## config.mk

```make
export PLATFORM = sky130hd
export DESIGN_NAME = control_multiciclo
export DESIGN_NICKNAME = d
export VERILOG_FILES = /design/src/rtl/control_multiciclo.sv
export SDC_FILE = /design/constraint.sdc
export NUM_CORES = 1
export LEC_CHECK = 0
export ABC_AREA = 1
export ABC_CLOCK_PERIOD_IN_PS = 2600
export CAP_MARGIN = 0
export CORE_MARGIN = 1
export CORE_UTILIZATION = 25
export CTS_CLUSTER_DIAMETER = 150
export CTS_CLUSTER_SIZE = 28
export DETAILED_ROUTE_END_ITERATION = 7
export SLEW_MARGIN = 10
export SYNTH_ARGS = -nofsm -noshare
export SYNTH_HDL_FRONTEND = slang
export SYNTH_SLANG_ARGS = --single-unit
```

## constraint.sdc

```tcl
create_clock -name clk -period 2.6 [get_ports clk]
set_input_delay 0.78 -clock clk [delete_from_list [all_inputs] [get_ports clk]]
set_output_delay 0.78 -clock clk [all_outputs]
set_load 0.01 [all_outputs]
```

## src/rtl/control_multiciclo.sv

```systemverilog
// Main control FSM for the multicycle MIPS datapath. Moore outputs are
// registered from the next state, so they always match the current state.
module control_multiciclo (
  input  logic       clk,
  input  logic       reset,
  input  logic [5:0] opcode,
  output logic       PCWrite,
  output logic       PCWriteCond,
  output logic       IorD,
  output logic       MemRead,
  output logic       MemWrite,
  output logic       IRWrite,
  output logic       MemtoReg,
  output logic       RegDst,
  output logic       RegWrite,
  output logic       ULASrcA,
  output logic [1:0] ULASrcB,
  output logic [1:0] ULAop,
  output logic [1:0] PCSource,
  output logic       illegal_op,
  output logic [3:0] state
);

  localparam logic [5:0] OP_R    = 6'b000000;
  localparam logic [5:0] OP_J    = 6'b000010;
  localparam logic [5:0] OP_BEQ  = 6'b000100;
  localparam logic [5:0] OP_ADDI = 6'b001000;
  localparam logic [5:0] OP_LW   = 6'b100011;
  localparam logic [5:0] OP_SW   = 6'b101011;

  typedef enum logic [3:0] {
    FETCH    = 4'd0,
    DECODE   = 4'd1,
    MEMADR   = 4'd2,
    MEMRD    = 4'd3,
    MEMWB    = 4'd4,
    MEMWR    = 4'd5,
    REXEC    = 4'd6,
    RWB      = 4'd7,
    BEQ      = 4'd8,
    JUMP     = 4'd9,
    ADDIEXEC = 4'd10,
    ADDIWB   = 4'd11
  } state_t;

  typedef struct packed {
    logic       pcwrite;
    logic       pcwritecond;
    logic       iord;
    logic       memread;
    logic       memwrite;
    logic       irwrite;
    logic       memtoreg;
    logic       regdst;
    logic       regwrite;
    logic       ulasrca;
    logic [1:0] ulasrcb;
    logic [1:0] ulaop;
    logic [1:0] pcsource;
  } ctl_t;

  state_t st, nxt;
  ctl_t   ctl;

  function automatic ctl_t state_ctl(state_t s);
    ctl_t c;
    c = '0;
    case (s)
      FETCH: begin
        c.memread = 1'b1; c.irwrite = 1'b1; c.ulasrcb = 2'b01; c.pcwrite = 1'b1;
      end
      DECODE:            c.ulasrcb = 2'b11;
      MEMADR, ADDIEXEC: begin
        c.ulasrca = 1'b1; c.ulasrcb = 2'b10;
      end
      MEMRD:  begin c.memread  = 1'b1; c.iord = 1'b1; end
      MEMWR:  begin c.memwrite = 1'b1; c.iord = 1'b1; end
      MEMWB:  begin c.regwrite = 1'b1; c.memtoreg = 1'b1; end
      REXEC:  begin c.ulasrca  = 1'b1; c.ulaop = 2'b10; end
      RWB:    begin c.regwrite = 1'b1; c.regdst = 1'b1; end
      ADDIWB:        c.regwrite = 1'b1;
      BEQ: begin
        c.ulasrca = 1'b1; c.ulaop = 2'b01; c.pcwritecond = 1'b1; c.pcsource = 2'b01;
      end
      JUMP:   begin c.pcwrite = 1'b1; c.pcsource = 2'b10; end
      default: c = '0;
    endcase
    return c;
  endfunction

  // Any unreachable encoding falls back to FETCH via the default.
  always_comb begin
    nxt = FETCH;
    case (st)
      FETCH:  nxt = DECODE;
      DECODE:
        case (opcode)
          OP_LW, OP_SW: nxt = MEMADR;
          OP_R:         nxt = REXEC;
          OP_BEQ:       nxt = BEQ;
          OP_J:         nxt = JUMP;
          OP_ADDI:      nxt = ADDIEXEC;
          default:      nxt = FETCH;
        endcase
      MEMADR:   nxt = (opcode == OP_LW) ? MEMRD : MEMWR;
      MEMRD:    nxt = MEMWB;
      REXEC:    nxt = RWB;
      ADDIEXEC: nxt = ADDIWB;
      default:  nxt = FETCH;
    endcase
  end

  always_ff @(posedge clk or posedge reset) begin
    if (reset) begin
      st  <= FETCH;
      ctl <= state_ctl(FETCH);
    end else begin
      st  <= nxt;
      ctl <= state_ctl(nxt);
    end
  end

  always_comb begin
    illegal_op = 1'b0;
    if (st == DECODE)
      case (opcode)
        OP_LW, OP_SW, OP_R, OP_BEQ, OP_J, OP_ADDI: illegal_op = 1'b0;
        default:                                    illegal_op = 1'b1;
      endcase
  end

  assign state       = st;
  assign PCWrite     = ctl.pcwrite;
  assign PCWriteCond = ctl.pcwritecond;
  assign IorD        = ctl.iord;
  assign MemRead     = ctl.memread;
  assign MemWrite    = ctl.memwrite;
  assign IRWrite     = ctl.irwrite;
  assign MemtoReg    = ctl.memtoreg;
  assign RegDst      = ctl.regdst;
  assign RegWrite    = ctl.regwrite;
  assign ULASrcA     = ctl.ulasrca;
  assign ULASrcB     = ctl.ulasrcb;
  assign ULAop       = ctl.ulaop;
  assign PCSource    = ctl.pcsource;

endmodule

```

* After elaboration in Yosys (flattened, before gate mapping)
Cells that the tools add are included.
** Storage, ports and cells
- Register bits :: 20
- Bits of input ports :: 8
- Output and inout bits :: 21
- Word-level logic and storage cells :: 64
** Operators by class
- Eq/ne operators :: 21
- Mux-type cells :: 18
- Reductions and logical operators :: 11
** Operator list (count)
- one-hot mux 4 bit (6 select lines) :: 1
- equality test 4 x 3 -> 1 bit (second input constant) :: 5
- equality test 4 bit (second input constant) :: 5
- one-hot mux 4 bit (5 select lines) :: 1
- equality test 4 x 2 -> 1 bit (second input constant) :: 4
- equality test 6 bit (second input constant) :: 2
- two-way mux 1 bit :: 12
- OR reduction 2 bit :: 5
- equality test 4 x 1 -> 1 bit (second input constant) :: 2
- logical NOT 4 bit :: 2
- one-hot mux 2 bit (2 select lines) :: 2
- equality test 6 x 2 -> 1 bit (second input constant) :: 1
- equality test 6 x 3 -> 1 bit (second input constant) :: 1
- equality test 6 x 4 -> 1 bit (second input constant) :: 1
- logical NOT 6 bit :: 1
- one-hot mux 2 bit (3 select lines) :: 1
- OR reduction 6 bit :: 1
- OR reduction 4 bit :: 1
- two-way mux 3 bit :: 1
- OR reduction 3 bit :: 1

* Depth between registers and ports, before layout
- Depth after elaboration :: 7
- Mapped depth :: 10
- Depth with buffers taken out :: 10

* Least setup slack after synthesis
OpenSTA, ideal clock, no wires.
- Path kind :: input-to-output
- Start :: input port opcode[1]
- End :: output port illegal_op
- Arrival time :: 1.410 ns
- Setup slack :: 0.410 ns
- Stages on the path :: 5
- Cell sequence :: nand2_1 > inv_1 > nand3_1 > o21ai_0 > nor3b_1
** Between the ends
- Cells in the longest elaborated chain, start to end :: 4
- Elaborated cells between the ends (all ways) :: 9
- Those cells by class :: 5 x eq/ne; 2 x mux; 2 x reduce/logical
** RTL lines
- start, declared :: RTL line 6 : input logic [5:0] opcode,
- equality test 6 bit (tied with other cells) :: RTL line 126 : case (opcode)
- OR reduction 6 bit (*) :: RTL line 126
- two-way mux 1 bit (*) :: RTL line 126
- two-way mux 1 bit (*) :: RTL line 125 : if (st == DECODE)
- end, declared :: RTL line 20 : output logic illegal_op,
Mark *: on every way between the ends. The rest lies on a longest branch, timed or not.

* Final worst setup path
- Start :: input port opcode[2]
- End :: output port illegal_op
Same word-level chain as after synthesis.

==> impl_metrics.py <==
metrics = {
    "worst_setup_path": {
        "reg2reg_depth": 9,
        "arrival_ns": 1.69,
        "r2r-start": "state[2]",
        "startpoint_type": "input pin",
        "endpoint": "illegal_op",
        "cp.required_ns": 1.82,
        "r2r-end": "ULASrcB[0]",
        "setup.worst_path.class": "in2out",
        "crit_fanout": 4,
        "rrSetupSlack_ns": 1.19,
        "crit_start": "opcode[2]",
        "worstSetupEndpointType": "output pin",
    },
    "synth": {
        "ys_seq_area_share_pct": 49.73,
        "synthesis.nets": 120,
        "yosys_warnings": 0,
        "synth_area_um2": 915.9,
        "syn_inst": 112,
        "synth_cell_types": 18,
        "synth_seq_cells": 18,
        "avgSynthCellArea_um2": 8.177,
    },
    "routing": {
        "wire_per_inst_um": 9.260,
        "viasPerCell": 4.066,
        "first_pass_iters": 4,
        "vias": 797,
        "postRouteAntennaNets": 0,
        "drc_errors": 0,
        "drt_iter0_markers": 26,
        "wl_um": 1815,
    },
    "status": {
        "outcome": "finished, final reports clean",
    },
    "global_route": {
        "grt_util_all_layers_pct": 9.856,
        "antenna_found_initial": 0,
        "grt_max_degree": 19,
        "grt_pass1_vias": 736,
        "grt_overflow": 0,
        "use_met3_pct": 1.825,
        "grt_use_met2_pct": 17.53,
        "top_usage_layer": "met2",
        "grt_pass1_wl_um": 3105,
        "use_met1_pct": 11.74,
    },
    "power": {
        "p_per_area_nw_per_um2": 644.3,
        "peakVddDrop_uv": 230.5,
        "p_leak_nw": 0.7289,
        "power_mw": 0.8601,
    },
    "clock_network": {
        "numCtsBuffers": 3,
        "cts-htree-levels": 1,
        "cts_buffer_depth": 2,
        "cts.sinks": 18,
        "path_clk_slew_ns": 0.09,
        "clkLatencyLatePin_ns": 0.28,
        "root_buffer": "clkbuf_4",
        "cts_tree": "built",
    },
    "floorplanning": {
        "fp.dieW_um": 62.53,
        "die_height_um": 62.53,
        "io_pins": 29,
        "die_area_um2": 3909,
        "rows": 21,
        "coreArea_um2": 3416,
        "initial_core_util_pct": 26.81,
    },
    "worst_hold_path": {
        "hold_path_class": "reg2reg",
    },
    "timing": {
        "finalSetupViolCount": 0,
        "worst-slew-pin-transition_ns": 0.6185,
        "slew_headroom_pct": 58.72,
        "fin_crit_ns": 2.469,
        "rsz0062_at_grt": "false",
        "fin_crit_sh_pct": 94.98,
        "clock.fmax_mhz": 404.9,
        "drv_slew": 0,
        "finalSetupTns_ns": 0,
        "finalHoldViolCount": 0,
        "clock_skew_ns": 0.001183,
    },
    "finish": {
        "final_cell_count_no_fill": 196,
        "drive_gt1_share_pct": 24.00,
        "final_cell_mix": "25 x nand2_1, 24 x inv_1, 21 x clkdlybuf4s50_1",
        "layout.nets": 159,
        "insertedDiodeCount": 0,
        "area_growth_pct": 45.77,
        "final_common_cell": "nand2_1",
    },
    "placed_design": {
        "io_buffers": 28,
        "placed_cells_incl_taps": 192,
        "dp_hpwl_um": 1538,
        "gp_congestion": 0.8259,
    },
    "run": {
        "maxCapViolations": 0,
    },
}
[cell usage after synthesis, drive strengths merged]
cell type	instances	area share (%)
nor3	1	1.8
nor2	20	11
nor3b	1	0.82
a21boi	1	0.82
dfstp	4	11
dfrtp	14	38
inv	25	10
o21ai	1	0.55
nand4	1	0.68
nand2	29	14
nand3	13	8.7
buf	2	1.6
[where the power goes]
group | switching, mW | leakage (nW) | internal (mW)
Combinational | 0.158 | 0.476 | 0.167
Sequential | 0.0235 | 0.232 | 0.347
Clock | 0.0801 | 0.0210 | 0.0853
[worst min path at each step]
stage	from	endpoint	slack [ns]	depth (start not counted)
after floorplan	state[2]	RegDst	0.59	2
after global placement	state[2]	RegDst	0.58	2
after detailed placement	state[2]	RegDst	0.59	2
after CTS	state[2]	RegDst	0.61	2
after global routing	state[2]	RegDst	0.62	2
final	state[2]	RegDst	0.60	2
[area by class of cell]
| class | count | area (um^2) |
|---|---|---|
| clock buffer | 4 | 36.28 |
| fill | 369 | 2081 |
| inverter | 25 | 93.84 |
| multi-input combinational | 67 | 364.1 |
| sequential | 18 | 455.4 |
| tap | 46 | 57.56 |
| timing repair buffer | 36 | 327.8 |
[per-stage QoR]
stage               hold slack [ns]  setup WS [ns]  utilization (%)  instance area (um^2)
floorplan                    0.5944         0.4096                -                 915.9
global placement             0.5773        -0.4758            38.02                  1299
detailed placement           0.5933        -0.5474            38.02                  1299
CTS                          0.6078        0.09925            39.08                  1335
global route                 0.6246        0.02227            39.08                  1335
finish                       0.5998         0.1305            39.08                  1335
[routing by layer]
metal  vias to the layer above  part of all wire, %
li1                        407                    -
met1                       358                   43
met2                        28                   50
met3                         4                  5.3
met4                         0                  1.2
met5                         -                    0
[critical path: stages]
cell and delay [ns]:
dlygate4sd2_1 0.27, nor2_2 0.14, nor2_1 0.06, nand2_1 0.06, nand2_1 0.07, nor3b_2 0.16, buf_2 0.15
[flip-flops by register name, indices dropped and copies added (netlist names)]
register     cells
state            4
ULASrcB          2
IRWrite          1
IorD             1
MemRead          1
MemWrite         1
MemtoReg         1
PCSource         1
PCWrite          1
PCWriteCond      1
RegDst           1
RegWrite         1
ULASrcA          1
ULAop            1
[logic make-up (layout without fill, tap and decap cells)]
kind of cell           count (synthesis)  count (layout)  synth area share [%]
buffers and inverters                 27              65                 11.88
AO/OA/AOI/OAI                          2               2                 1.366
AND/OR/NAND/NOR                       65              65                 37.02
flip-flops                            18              18                 49.73
[timing repair]
action | CTS | global route
hold buffers | 0 | 0
buffers inserted | 0 | 0
pin swaps | 0 | 0
setup endpoints to repair | 1 | 1
resized for setup | 14 | 1
(Power assumes the default switching activity.)
